**config.mk**
```make
export PLATFORM = sky130hd
export DESIGN_NAME = alu_exec_pipe_flat
export DESIGN_NICKNAME = d
export VERILOG_FILES = /design/src/rtl/alu_exec_pipe_if.sv /design/src/rtl/alu_exec_pipe.sv /design/src/flat_wrapper.sv
export SDC_FILE = /design/constraint.sdc
export NUM_CORES = 1
export LEC_CHECK = 0
export CORE_ASPECT_RATIO = 0.5
export CORE_UTILIZATION = 50
export CTS_CLUSTER_SIZE = 8
export DETAILED_ROUTE_END_ITERATION = 7
export PLACE_DENSITY = 0.81
export SYNTH_ARGS = -nofsm -noshare
export SYNTH_HDL_FRONTEND = slang
export SYNTH_SLANG_ARGS = --single-unit
export TNS_END_PERCENT = 10
```
**constraint.sdc**
```tcl
create_clock -name clk -period 4.3 [get_ports clk]
set_clock_uncertainty 0.1 [all_clocks]
set_input_delay 0.43 -clock clk [delete_from_list [all_inputs] [get_ports clk]]
set_output_delay 0.43 -clock clk [all_outputs]
set_load 0.03 [all_outputs]
```
**src/rtl/alu_exec_pipe_if.sv**
```systemverilog
// Handshake bundle between the ALU execution pipe and its neighbours.
// The upstream/downstream side (or a bench) uses master; the pipe uses slave.
interface alu_exec_pipe_if #(
  parameter int WIDTH = 32,
  parameter int CNT_W = 16
);
  logic             in_valid;
  logic             in_ready;
  logic [2:0]       ALUControl;
  logic [WIDTH-1:0] src_a;
  logic [WIDTH-1:0] src_b;
  logic             out_valid;
  logic             out_ready;
  logic [WIDTH-1:0] result;
  logic             zero;
  logic             illegal;
  logic [CNT_W-1:0] retired_cnt;

  modport master (
    output in_valid, ALUControl, src_a, src_b, out_ready,
    input  in_ready, out_valid, result, zero, illegal, retired_cnt
  );

  modport slave (
    input  in_valid, ALUControl, src_a, src_b, out_ready,
    output in_ready, out_valid, result, zero, illegal, retired_cnt
  );
endinterface

```
**src/rtl/alu_exec_pipe.sv**
```systemverilog
// Two-stage valid/ready ALU for the RV32I datapath.
// S1 holds the captured operands and code, S2 holds the registered result
// with its zero/illegal flags until downstream takes it. A retired-op counter
// tracks every result handed downstream.
module alu_exec_pipe #(
  parameter int WIDTH = 32,
  parameter int CNT_W = 16
) (
  input logic            clk,
  input logic            rst_n,
  alu_exec_pipe_if.slave bus
);

  logic             s1_valid;
  logic [2:0]       s1_op;
  logic [WIDTH-1:0] s1_a;
  logic [WIDTH-1:0] s1_b;

  logic             s2_valid;
  logic [WIDTH-1:0] s2_result;
  logic             s2_zero;
  logic             s2_illegal;

  logic [CNT_W-1:0] retired;

  logic             s2_adv;
  logic             in_xfer;
  logic             out_xfer;
  logic [WIDTH-1:0] alu_result;
  logic             alu_illegal;

  // S2 can take the S1 op whenever S2 is empty or being drained this cycle,
  // so a full pipe still moves one op per cycle with no bubble.
  assign s2_adv   = s1_valid & (~s2_valid | bus.out_ready);
  assign bus.in_ready = rst_n & (~s1_valid | s2_adv);
  assign in_xfer  = bus.in_valid & bus.in_ready;
  assign out_xfer = s2_valid & bus.out_ready;

  assign bus.out_valid   = s2_valid;
  assign bus.result      = s2_result;
  assign bus.zero        = s2_zero;
  assign bus.illegal     = s2_illegal;
  assign bus.retired_cnt = retired;

  // Combinational ALU on the S1 contents; unsupported codes yield 0 and flag illegal.
  always_comb begin
    alu_result  = '0;
    alu_illegal = 1'b0;
    case (s1_op)
      3'b000:  alu_result = s1_a + s1_b;
      3'b001:  alu_result = s1_a - s1_b;
      3'b010:  alu_result = s1_a & s1_b;
      3'b011:  alu_result = s1_a | s1_b;
      3'b101:  alu_result = {{(WIDTH-1){1'b0}}, ($signed(s1_a) < $signed(s1_b))};
      default: alu_illegal = 1'b1;
    endcase
  end

  // Pipeline registers and retired counter; reset drops every in-flight op.
  always_ff @(posedge clk) begin
    if (!rst_n) begin
      s1_valid   <= 1'b0;
      s1_op      <= 3'b000;
      s1_a       <= '0;
      s1_b       <= '0;
      s2_valid   <= 1'b0;
      s2_result  <= '0;
      s2_zero    <= 1'b0;
      s2_illegal <= 1'b0;
      retired    <= '0;
    end else begin
      if (in_xfer) begin
        s1_valid <= 1'b1;
        s1_op    <= bus.ALUControl;
        s1_a     <= bus.src_a;
        s1_b     <= bus.src_b;
      end else if (s2_adv) begin
        s1_valid <= 1'b0;
      end

      if (s2_adv) begin
        s2_valid   <= 1'b1;
        s2_result  <= alu_result;
        s2_zero    <= (alu_result == '0);
        s2_illegal <= alu_illegal;
      end else if (out_xfer) begin
        s2_valid   <= 1'b0;
        s2_result  <= '0;
        s2_zero    <= 1'b0;
        s2_illegal <= 1'b0;
      end

      if (out_xfer) begin
        retired <= retired + {{(CNT_W-1){1'b0}}, 1'b1};
      end
    end
  end

endmodule

```
**src/flat_wrapper.sv**
```systemverilog
// flat-port wrapper written by rule: the top's interface ports become plain ports
module alu_exec_pipe_flat 
#(
  parameter int WIDTH = 32,
  parameter int CNT_W = 16
)
  (clk, rst_n, bus_in_valid, bus_ALUControl, bus_src_a, bus_src_b, bus_out_ready, bus_in_ready, bus_out_valid, bus_result, bus_zero, bus_illegal, bus_retired_cnt);
  alu_exec_pipe_if #(.WIDTH(WIDTH), .CNT_W(CNT_W)) bus_i ();
  input logic clk;
  input logic rst_n;
  input wire logic [$bits(bus_i.in_valid)-1:0] bus_in_valid;
  input wire logic [$bits(bus_i.ALUControl)-1:0] bus_ALUControl;
  input wire logic [$bits(bus_i.src_a)-1:0] bus_src_a;
  input wire logic [$bits(bus_i.src_b)-1:0] bus_src_b;
  input wire logic [$bits(bus_i.out_ready)-1:0] bus_out_ready;
  output wire logic [$bits(bus_i.in_ready)-1:0] bus_in_ready;
  output wire logic [$bits(bus_i.out_valid)-1:0] bus_out_valid;
  output wire logic [$bits(bus_i.result)-1:0] bus_result;
  output wire logic [$bits(bus_i.zero)-1:0] bus_zero;
  output wire logic [$bits(bus_i.illegal)-1:0] bus_illegal;
  output wire logic [$bits(bus_i.retired_cnt)-1:0] bus_retired_cnt;
  assign bus_i.in_valid = bus_in_valid;
  assign bus_i.ALUControl = bus_ALUControl;
  assign bus_i.src_a = bus_src_a;
  assign bus_i.src_b = bus_src_b;
  assign bus_i.out_ready = bus_out_ready;
  assign bus_in_ready = bus_i.in_ready;
  assign bus_out_valid = bus_i.out_valid;
  assign bus_result = bus_i.result;
  assign bus_zero = bus_i.zero;
  assign bus_illegal = bus_i.illegal;
  assign bus_retired_cnt = bus_i.retired_cnt;
  alu_exec_pipe #(.WIDTH(WIDTH), .CNT_W(CNT_W)) u_core (.clk(clk), .rst_n(rst_n), .bus(bus_i));
endmodule
```
* After elaboration in Yosys (flattened, before gate mapping)
Cells that the tools add are included.
** Operators by class
- $add $sub $neg :: 3
- Magnitude comparators :: 1
- Equal/unequal tests :: 4
- Multiplexer cells :: 10
- Bitwise operators :: 10
- Reductions and logical operators :: 5
** Operators with widths (number)
- $pmux W32 S5 :: 1
- $mux W32 :: 2
- $add A32 B32 Y32 :: 1
- $and A32 B32 Y32 :: 1
- $logic_not A32 Y1 :: 1
- $lt A32 B32 Y1 :: 1
- $or A32 B32 Y32 :: 1
- $sub A32 B32 Y32 :: 1
- $add A16 B1 Y16 const B :: 1
- $mux W1 :: 7
- $eq A3 B2 Y1 const B :: 2
- $reduce_or A5 Y1 :: 1
- $and A1 B1 Y1 :: 4
- $reduce_bool A2 Y1 :: 2
- $eq A3 B1 Y1 const B :: 1
- $eq A3 B3 Y1 const B :: 1
- $logic_not A3 Y1 :: 1
- $not A1 Y1 :: 2
- $or A1 B1 Y1 :: 2
** Word-level totals
- Register bits :: 119

* Longest topological paths before layout
Gate-level depths: netlist of the first run.
- Word-level depth :: 7
- Mapped depth :: 14
- Mapped depth without buffers :: 14

* Worst setup path after synthesis of the first run
No wires, ideal clock.
- Path kind :: register to register
- From :: reg u_core.s1_b[0]
- To :: reg u_core.s2_zero (netlist: u_core.bus.zero)
- Data arrival time :: 3.459 ns
- Data required time :: 4.104 ns
- Setup slack :: 0.645 ns
- Stages on the path, launching flop included :: 14
- Cells stage by stage :: dfxtp_1 -> ha_1 -> fa_1 -> a21o_1 -> a221oi_2 -> o21ai_1 -> a2111o_1 -> nand3_1 -> o21ai_1 -> xnor2_1 -> o22ai_1 -> or4_1 -> or4_1 -> o41ai_2
** On the way
- Longest elaborated chain between the ends :: 4
** RTL lines
- from (decl) :: RTL line alu_exec_pipe.sv:17 : logic [WIDTH-1:0] s1_b;
- from (signal assigned) :: RTL line alu_exec_pipe.sv:76 : s1_b <= bus.src_b;
- $sub A32 B32 Y32, or another cell as far along :: RTL line alu_exec_pipe.sv:51 : 3'b001: alu_result = s1_a - s1_b;
- $pmux W32 S5 (*) :: RTL line alu_exec_pipe.sv:49 : case (s1_op)
- $logic_not A32 Y1 (*) :: RTL line alu_exec_pipe.sv:84 : s2_zero <= (alu_result == '0);
- $mux W1 (*) :: RTL line alu_exec_pipe.sv:81 : if (s2_adv) begin
- to (signal assigned) :: RTL line alu_exec_pipe.sv:84
- to (decl) :: RTL line alu_exec_pipe.sv:21 : logic s2_zero;
Mark *: on every way between the ends. The rest lies on a longest branch, timed or not.
A chain may end at the register's enable or synchronous reset.

* Worst setup path in the final report of the first run
- From :: reg u_core.s1_a[7]
- To :: reg u_core.s2_zero (netlist: u_core.bus.zero)
** On the way
- Longest elaborated chain between the ends :: 4
** RTL lines
- from (decl) :: RTL line alu_exec_pipe.sv:16 : logic [WIDTH-1:0] s1_a;
- from (signal assigned) :: RTL line alu_exec_pipe.sv:75 : s1_a <= bus.src_a;
- $sub A32 B32 Y32, or another cell as far along :: RTL line alu_exec_pipe.sv:51
- $pmux W32 S5 (*) :: RTL line alu_exec_pipe.sv:49
- $logic_not A32 Y1 (*) :: RTL line alu_exec_pipe.sv:84
- $mux W1 (*) :: RTL line alu_exec_pipe.sv:81
Marked as above.

==> impl_metrics.toml, run 1 <==
[logic_synthesis]
netlist.area_leader.share_pct = 25.3
synthCells = 1260
synth.avg_cell_area_um2 = 7.48
seq_area_frac_synth_pct = 25.3
synth_compound_area_share_pct = 22.8
synth-xor-area-share_pct = 3.35
muxShareOfSynthArea_pct = 1.08
synth_largest_area_cell = "dfxtp_1"
syn-num-nets = 1445
netlist_area_um2 = 9420
async_flop_share_pct = 0
synth.distinct_cells = 78
yosys.area_share.simple_pct = 24.8
synth_seq_cells = 119
yosys-top-cells-area = "dfxtp_1 25%, ha_1 15%, nand2_1 8.4%, nand3_1 4.4%, inv_1 3.5%"
synth_top_family_by_area = "simple AND/OR/NAND/NOR gates"
synthFlopType = "dfxtp_1"
synth_adder_area_share_pct = 15.3
ys_warn_count = 0
synth_edf_count = 0

[worst_hold_path]
hp-class = "in -> reg"
min_from = "rst_n"

[flow_run]
cap_viol_max_count = 0

[die]
start_util_pct = 51.1
dieHeight_um = 99.1
num_io_pins = 123
core_region_area_um2 = 18400
dieArea_um2 = 19400
die_x_um = 196
rows = 35

[global_routing]
met3_usage_pct = 6.33
grt_pass1_vias = 8979
grt.total_usage_pct = 31.0
grt_use_met2_pct = 47.6
grtUsageMet1_pct = 44.7
grt_pass1_wl_mm = 47.6
grt_start_max_net_pins = 102
grt.overflow.total = 0
grt-busiest-layer = "met2"
antenna_found_initial = 0

[worst_setup_path]
cp.arrival_ps = 4450
rr_endpoint = "u_core.bus.zero"
crit_fanout = 7
cp_common_cell = "or4_1"
startpoint_type = "register"
startpoint = "u_core.s1_a[7]"
crit_slowest_cell = "or4_1"
path_delay_family = "compound AO/OA/AOI/OAI gates"
rr_worst_depth = 14
slowest_delay_ps = 520
reg2reg_slack_ps = 90
r2r_start = "u_core.s1_a[7]"
path_buf_inv = 2
path_depth = 14
critPathRequiredTime_ps = 4540
critPathKind = "reg -> reg"
crit_chain = "inv_1 -> ha_2 -> nand2b_1 -> a221oi_1 -> buf_4 -> o311a_1 -> o31a_1 -> o21ai_1 -> o221a_1 -> xnor2_1 -> o22ai_2 -> or4_1 -> or4_1 -> o41ai_2"
endpoint = "u_core.bus.zero"
end_kind = "register"

[pwr]
p_comb_share_pct = 32.0
internal-power_mw = 2.44
pwr-share-seq_pct = 31.6
p_sw_mw = 1.50
powerDensity_nw_per_um2 = 338
swShare_pct = 38.1
clkPwrFrac_pct = 36.4
power_leakage_nw = 4.85
ir_drop_mv = 0.275
power_mw = 3.94

[placement]
gp_congestion = 0.973
dp.final_hpwl_mm = 22.4
dpl_cell_area_um2 = 10900
dp.cells = 1591
io_buffers = 122

[clocking]
cts_tree = "done"
clk_latency_ps = 430
clock-sinks = 119
root_buffer = "clkbuf_16"
clk_pin_slew_ps = 70
cts_made_buffers = 17
ctsHoldBuffers = 0
cts_buffer_depth = 2
h-tree-depth = 4

[layout]
drive_above_1_share_pct = 9.50
antenna_cells = 0
postLayoutCellArea_um2 = 11600
layout.nets = 1541
postLayoutCoreUtil_pct = 63.1
multi_input_area_um2 = 6500
layout_commonest_cell = "nand2_1"
final_cells = 1628
register_area_um2 = 2390
area_growth_syn_to_layout_pct = 23.6
nFillCells = 1629
final_cell_mix = "209 x nand2_1, 121 x clkdlybuf4s50_1, 115 x dfxtp_1, 103 x ha_1, 89 x inv_1"

[timing]
finalSetupTns_ps = 0
fmax_mhz = 238
tightest_slew_ps = 951
min_period_ps = 4210
finalHoldViolations = 0
slew_headroom_pct = 36.6
fin_crit_sh_pct = 97.9
final-setup-viol-count = 0
slew_viol_final = 0

[route]
routed_via_density = 5.84
antenna_left = 0
drt_iter0_drc = 760
firstDrtPassIters = 5
wl_per_cell_um = 18.5
drc = 0
routed_wl_mm = 30.1
vias = 9502

[outcome]
status = "finished, final reports clean"
synth_stat cells (4+ instances only):
library cell / number
a2111o_1: 4
a211oi_1: 14
a21boi_0: 9
a21o_1: 17
a21oi_1: 60
a221oi_1: 4
a22oi_1: 30
a31oi_1: 6
and2_1: 15
and3_1: 6
buf_1: 6
buf_2: 12
clkbuf_1: 61
dfxtp_1: 119
ha_1: 112
inv_1: 89
mux2i_1: 9
nand2_1: 210
nand2b_1: 7
nand3_1: 83
nand4_1: 15
nor2_1: 54
nor2b_1: 41
nor3_1: 17
nor4_1: 15
o211ai_1: 13
o21ai_0: 64
o21ai_1: 5
o21bai_1: 4
o22ai_1: 24
o31a_1: 4
o31ai_1: 10
or3_1: 13
or4_1: 7
xnor2_1: 33
how the worst min path moves through the flow:
stage	slack, ps	cells after the start	endpoint
floorplan	350	2	u_core.s1_a[0]
global placement	350	2	u_core.bus.result[26]
detailed placement	360	2	u_core.bus.result[26]
CTS	300	2	u_core.bus.out_valid
global route	320	2	u_core.bus.out_valid
finish	310	2	u_core.bus.out_valid
worst reg2reg max path, stage by stage, from the launching register on:
cell and delay (ps):
dfxtp_1 400, inv_1 70, ha_2 400, nand2b_1 160, a221oi_1 100, buf_4 160
o311a_1 320, o31a_1 350, o21ai_1 260, o221a_1 240, xnor2_1 150, o22ai_2 160
or4_1 520, or4_1 430, o41ai_2 310
power groups by stage:
stage	Sequential (mW)	Combinational [mW]	Clock, mW
floorplan	1.28	0.764	0
global placement	1.26	1.17	0
detailed placement	1.27	1.18	0
CTS	1.24	1.19	1.44
global route	1.25	1.36	1.50
finish	1.24	1.26	1.43
registers in the layout, indices dropped and copies added (netlist names):
signal / cells
u_core.bus.result: 32
u_core.bus.zero: 1
u_core.s1_op: 3
u_core.bus.illegal: 1
u_core.bus.out_valid: 1
u_core.s1_b: 32
u_core.bus.retired_cnt: 16
u_core.s1_valid: 1
u_core.s1_a: 32
timing repair:
action                     4_1_cts  5_1_grt
gates resized for setup          1       35
buffers inserted                 0        5
pin swaps                        0       11
setup endpoints to repair        1        1
cells by family (layout without fill, tap and decap cells):
family                     count (synthesis)  count (layout)
DFF                                      119             119
adders and majority gates                114             114
AOI/OAI and AO/OA                        313             313
and+or+nand+nor                          492             492
buffers and inverters                    176             285
xor gates and xnor gates                  36              36
muxes                                     10              10
metal layers:
layer	wire (um)	part of all wire [%]
met1	14700	49
met3	2410	8.0
met5	0	0
met2	12700	42
met4	297	0.99
through the flow:
step / hold WS, ps / setup WS, ps
floorplan: 351 / 645
CTS: 295 / 31.4
global route: 315 / -34.4
detailed placement: 358 / -56.1
global placement: 351 / -9.06
finish: 306 / 91.1
cell type report:
cell class              count  share of cell area, %
clock buffers              17                   3.65
clock inverters            15                   1.29
inverters                  93                   3.00
multi-input cells         965                   55.9
flip-flops and latches    119                   20.5
well taps                 259                   2.78
repair buffers            160                   12.9
(Power assumes the default switching activity.)
==> inputs of run 2 (changes only) <==
- CORE_MARGIN: not set -> 10
- CORE_UTILIZATION: 50 -> 45
- PLACE_DENSITY: 0.81 -> 0.75
==> run 2 against run 1 <==
Die area grew 41%. Setup slack gained 89 ps. Final area rose by 1.8%. Maximum frequency up 2.2%. Power rose by 4.3%. First-iteration DRC count grew 31%. Critical endpoint unchanged. Combinational power rose by 6%. Clock power increased by 6%. Critical path type unchanged. Worst hold slack better by 67 ps.
==> impl_metrics.toml, run 2 (synthesis results as in run 1) <==
[worst_setup_path]
crit_fanout = 4
critPathRequiredTime_ps = 4560
slowest_delay_ps = 490
end_kind = "register"
rr_endpoint = "u_core.bus.zero"
r2r_start = "u_core.s1_b[0]"
cp_common_cell = "or4_1"
startpoint = "u_core.s1_b[0]"
startpoint_type = "register"
cp.arrival_ps = 4380
rr_worst_depth = 13
endpoint = "u_core.bus.zero"
crit_slowest_cell = "or4_1"
crit_chain = "ha_1 -> fa_1 -> a21o_4 -> a221oi_4 -> o21ai_2 -> a2111o_1 -> nand3_2 -> o21ai_1 -> xnor2_1 -> o22ai_1 -> or4_1 -> or4_1 -> o41ai_2"
reg2reg_slack_ps = 180
critPathKind = "reg -> reg"

[pwr]
ir_drop_mv = 0.238
internal-power_mw = 2.58
powerDensity_nw_per_um2 = 347
power_leakage_nw = 4.96
swShare_pct = 37.2
clkPwrFrac_pct = 37.0
p_sw_mw = 1.53
p_comb_share_pct = 32.7
pwr-share-seq_pct = 30.2

[global_routing]
grt.total_usage_pct = 24.6
grt.overflow.total = 0
grt_pass1_wl_mm = 53.1
grt_start_max_net_pins = 120
grt_pass1_vias = 9287
antenna_found_initial = 1

[clocking]
clock-sinks = 119
cts_made_buffers = 17
clk_latency_ps = 450
root_buffer = "clkbuf_16"
clk_pin_slew_ps = 70
cts_buffer_depth = 2
cts_tree = "done"
h-tree-depth = 4

[die]
dieHeight_um = 122
start_util_pct = 45.8
core_region_area_um2 = 20600
num_io_pins = 123
dieArea_um2 = 27500
die_x_um = 225
rows = 37

[route]
wl_met2_mm = 14.4
drt_iter0_drc = 992
antenna_left = 0
routed_wl_mm = 34.1
highest_layer = "met4"
route.met3.wl_mm = 2.74
vias = 9609
wl_per_cell_um = 20.5
wl_met1_mm = 16.5
routed_via_density = 5.80
drc = 0
firstDrtPassIters = 5

[timing]
fmax_mhz = 243
tightest_slew_ps = 1140
finalHoldViolations = 0
min_period_ps = 4120
slew_headroom_pct = 24.1
slew_viol_final = 0
fin_crit_sh_pct = 95.8
final-setup-viol-count = 0

[flow_run]
cap_viol_max_count = 0

[placement]
io_buffers = 122
dp.final_hpwl_mm = 26.2
dpl_cell_area_um2 = 11000
gp_congestion = 0.959

[layout]
layout.nets = 1556
final_cell_mix = "209 x nand2_1, 121 x clkdlybuf4s50_1, 114 x dfxtp_1, 103 x ha_1, 89 x inv_1"
nFillCells = 1944
drive_above_1_share_pct = 10.6
layout_commonest_cell = "nand2_1"
postLayoutCellArea_um2 = 11900
area_growth_syn_to_layout_pct = 25.8
postLayoutCoreUtil_pct = 57.7

[worst_hold_path]
hp-class = "reg -> reg"

[outcome]
status = "finished, final reports clean"
## run 2: cell types whose count changed in the layout (fill, tap and decap cells not counted), sizes merged
| cell | change |
|---|---|
| buf | +15 |
| diode | +1 |
| clkinv | -1 |
| clkinvlp | -2 |
| bufinv | +2 |
| inv | +1 |
## run 2: power groups by stage
| stage | Sequential, mW | Combinational (mW) | Clock (mW) |
|---|---|---|---|
| 2_1_floorplan | 1.28 | 0.764 | 0 |
| 3_3_place_gp | 1.26 | 1.26 | 0 |
| 3_5_place_dp | 1.26 | 1.26 | 0 |
| 4_1_cts | 1.24 | 1.28 | 1.54 |
| 5_1_grt | 1.25 | 1.45 | 1.60 |
| 6_report | 1.24 | 1.34 | 1.52 |
## run 2: how the worst min path moves through the flow
stage | startpoint | endpoint | slack (ps) | cells after the start
3_3_place_gp | u_core.s1_a[0] | u_core.s1_a[0] | 360 | 2
2_1_floorplan | u_core.s1_a[0] | u_core.s1_a[0] | 350 | 2
4_1_cts | u_core.bus.result[26] | u_core.bus.result[26] | 370 | 2
3_5_place_dp | u_core.bus.result[26] | u_core.bus.result[26] | 360 | 2
6_report | u_core.bus.result[26] | u_core.bus.result[26] | 370 | 2
5_1_grt | u_core.bus.result[26] | u_core.bus.result[26] | 400 | 2
## run 2: area by class of cell
| cell class | instances | area, um2 | share of cell area [%] |
|---|---|---|---|
| clock buffers | 17 | 425 | 3.59 |
| inverters | 93 | 349 | 2.95 |
| diodes | 1 | 2.50 | 0.0211 |
| clock inverters | 15 | 181 | 1.53 |
| well taps | 273 | 342 | 2.88 |
| multi-input cells | 965 | 6550 | 55.3 |
| flip-flops and latches | 119 | 2390 | 20.2 |
| repair buffers | 175 | 1610 | 13.6 |
## run 2: timing repair
action,4_1_cts,5_1_grt
buffers inserted,0,1
pin swaps,0,11
gates resized for setup,3,38
hold buffers,0,0
hold endpoints to repair,0,0
endpoints found under the setup margin,1,1
## run 2: critical path, delay by kind of cell, from the launching register on
family          cells  cell delay, ps
compound gates      7            1680
simple gates        3            1050
fa+ha+maj           2             680
flops               1             340
xor+xnor            1             170
## run 2: metrics by stage
stage | worst slack, ps | TNS, ps | hold slack [ps] | power, mW | cells
5_1_grt | -2.18 | -2.18 | 398 | 4.30 | 1657
3_5_place_dp | -65.8 | -65.8 | 365 | 2.53 | 1624
3_3_place_gp | -24.5 | -24.5 | 360 | 2.52 | 1624
6_report | 180 | 0 | 373 | 4.11 | 1658
2_1_floorplan | 645 | 0 | 351 | 2.05 | 1260
4_1_cts | 39.6 | 0 | 373 | 4.06 | 1656
## run 2: per-layer routing
| metal | global-route usage, % | vias up |
|---|---|---|
| met3 | 6.55 | 38 |
| met5 | 0 | - |
| met4 | 6.12 | 0 |
| met2 | 36.6 | 337 |
| li1 | - | 4624 |
| met1 | 34.6 | 4610 |
==> inputs of run 3 (changes only) <==
- CELL_PAD_IN_SITES_DETAIL_PLACEMENT: not set -> 0
- CELL_PAD_IN_SITES_GLOBAL_PLACEMENT: not set -> 1
- CORE_UTILIZATION: 45 -> 42
- PLACE_DENSITY: 0.75 -> 0.91
==> run 3 against run 2 <==
Die area grew 6.2%. Flip-flop and latch count is the same. Clock-buffer cell count rose by 3. Routed wire length shrank 5.7%.
==> impl_metrics.toml, run 3 (synthesis results as in run 1) <==
[route]
routed_via_density = 5.68
drc = 0
drt_iter0_drc = 1087
routed_wl_mm = 32.1
wl_per_cell_um = 19.2
antenna_left = 0
firstDrtPassIters = 5
vias = 9528

[layout]
area_growth_syn_to_layout_pct = 25.0
postLayoutCellArea_um2 = 11800
antenna_cells = 0
drive_above_1_share_pct = 9.08
layout_commonest_cell = "nand2_1"
layout.nets = 1550
final_cell_mix = "209 x nand2_1, 121 x clkdlybuf4s50_1, 116 x dfxtp_1, 108 x ha_1, 89 x inv_1"
final_cells = 1677

[pwr]
internal-power_mw = 2.66
swShare_pct = 34.6
ir_drop_mv = 0.241
clkPwrFrac_pct = 38.0
power_leakage_nw = 4.92
p_comb_share_pct = 31.4
pwr-share-seq_pct = 30.6
power_mw = 4.06
powerDensity_nw_per_um2 = 345
p_sw_mw = 1.41

[worst_setup_path]
critPathRequiredTime_ps = 4550
rr_worst_depth = 13
end_kind = "register"
critPathKind = "reg -> reg"
rr_endpoint = "u_core.bus.zero"
crit_fanout = 8
cp.arrival_ps = 4480
path_delay_family = "simple AND/OR/NAND/NOR gates"
r2r_start = "u_core.s1_a[2]"
startpoint_type = "register"
startpoint = "u_core.s1_a[2]"
slowest_delay_ps = 550
reg2reg_slack_ps = 60
crit_slowest_cell = "or4_1"
crit_chain = "inv_1 -> ha_2 -> nor3_1 -> o31ai_1 -> o21ai_0 -> xnor2_1 -> a2111o_1 -> or4_1 -> or3_1 -> nor3_4 -> nor4bb_4 -> nand4_1 -> o41ai_2"
path_buf_inv = 1

[clocking]
ctsHoldBuffers = 0
clk_pin_slew_ps = 70
h-tree-depth = 4
clock-sinks = 119
cts_made_buffers = 17
root_buffer = "clkbuf_16"
cts_buffer_depth = 2
cts_tree = "done"
clk_latency_ps = 450

[worst_hold_path]
min_from = "rst_n"
hold_depth = 3
hp-class = "in -> reg"
holdPathEnd = "u_core.s1_a[1]"

[timing]
slew_headroom_pct = 49.7
fin_crit_sh_pct = 98.5
final-setup-viol-count = 0
min_period_ps = 4240
whs_ps = 349
fmax_mhz = 236
finalHoldViolations = 0
finalSetupTns_ps = 0
tightest_slew_ps = 755
slew_viol_final = 0

[global_routing]
grt_start_max_net_pins = 82
grt_pass1_vias = 8904
antenna_found_initial = 0
grt.total_usage_pct = 21.4
grt_pass1_wl_mm = 50.3
grt.overflow.total = 0

[placement]
gp_congestion = 0.970
dpl_cell_area_um2 = 11000
dp.final_hpwl_mm = 24.4
dp.cells = 1644
io_buffers = 122

[outcome]
status = "finished, final reports clean"

[die]
die_x_um = 232
dieHeight_um = 126
rows = 38
start_util_pct = 43.1
dieArea_um2 = 29200
num_io_pins = 123
core_region_area_um2 = 21900

[flow_run]
cap_viol_max_count = 0
==> run 3: what timing repair did <==
action,CTS,global route
resized for setup,4,19
buffers inserted,0,2
setup endpoints to repair,1,1
pin swaps,0,8
==> run 3: metrics by stage <==
stage	utilization, %	setup WS [ps]
floorplan	-	645
global placement	50.4	-124
detailed placement	50.4	-202
CTS	53.4	64.2
global route	53.8	-7.60
finish	53.8	64.2
==> run 3: worst max path at each step <==
stage                      end  cells past startpoint
2_1_floorplan  u_core.bus.zero                     13
3_3_place_gp   u_core.bus.zero                     13
3_5_place_dp   u_core.bus.zero                     13
4_1_cts        u_core.bus.zero                     13
5_1_grt        u_core.bus.zero                     13
6_report       u_core.bus.zero                     13
==> run 3: area by class of cell <==
type	instances	area, um2
inverters	93	349
repair buffers	169	1580
clock inverters	11	173
fillers	2069	10100
multi-input cells	965	6460
well taps	300	375
flip-flops and latches	119	2390
clock buffers	20	447
==> run 3: routing by layer <==
layer	wire length [um]	part of all wire (%)	track usage, %
met1	15700	49	30.4
met2	13700	43	31.4
met3	2330	7.3	5.27
met4	408	1.3	5.46
met5	0	0	0
==> run 3: worst reg2reg max path, stage by stage (launching register included) <==
cell and delay, ps:
dfxtp_1 420, inv_1 70, ha_2 410, nor3_1 100, o31ai_1 230, o21ai_0 140
xnor2_1 170, a2111o_1 440, or4_1 550, or3_1 380, nor3_4 260, nor4bb_4 300
nand4_1 280, o41ai_2 300
==> run 3: power groups by stage <==
| stage | sequential (mW) | clock (mW) | combinational (mW) |
|---|---|---|---|
| final | 1.24 | 1.55 | 1.27 |
| after floorplan | 1.28 | 0 | 0.764 |
| after detailed placement | 1.27 | 0 | 1.21 |
| after CTS | 1.24 | 1.57 | 1.23 |
| after global routing | 1.25 | 1.62 | 1.38 |
| after global placement | 1.26 | 0 | 1.21 |
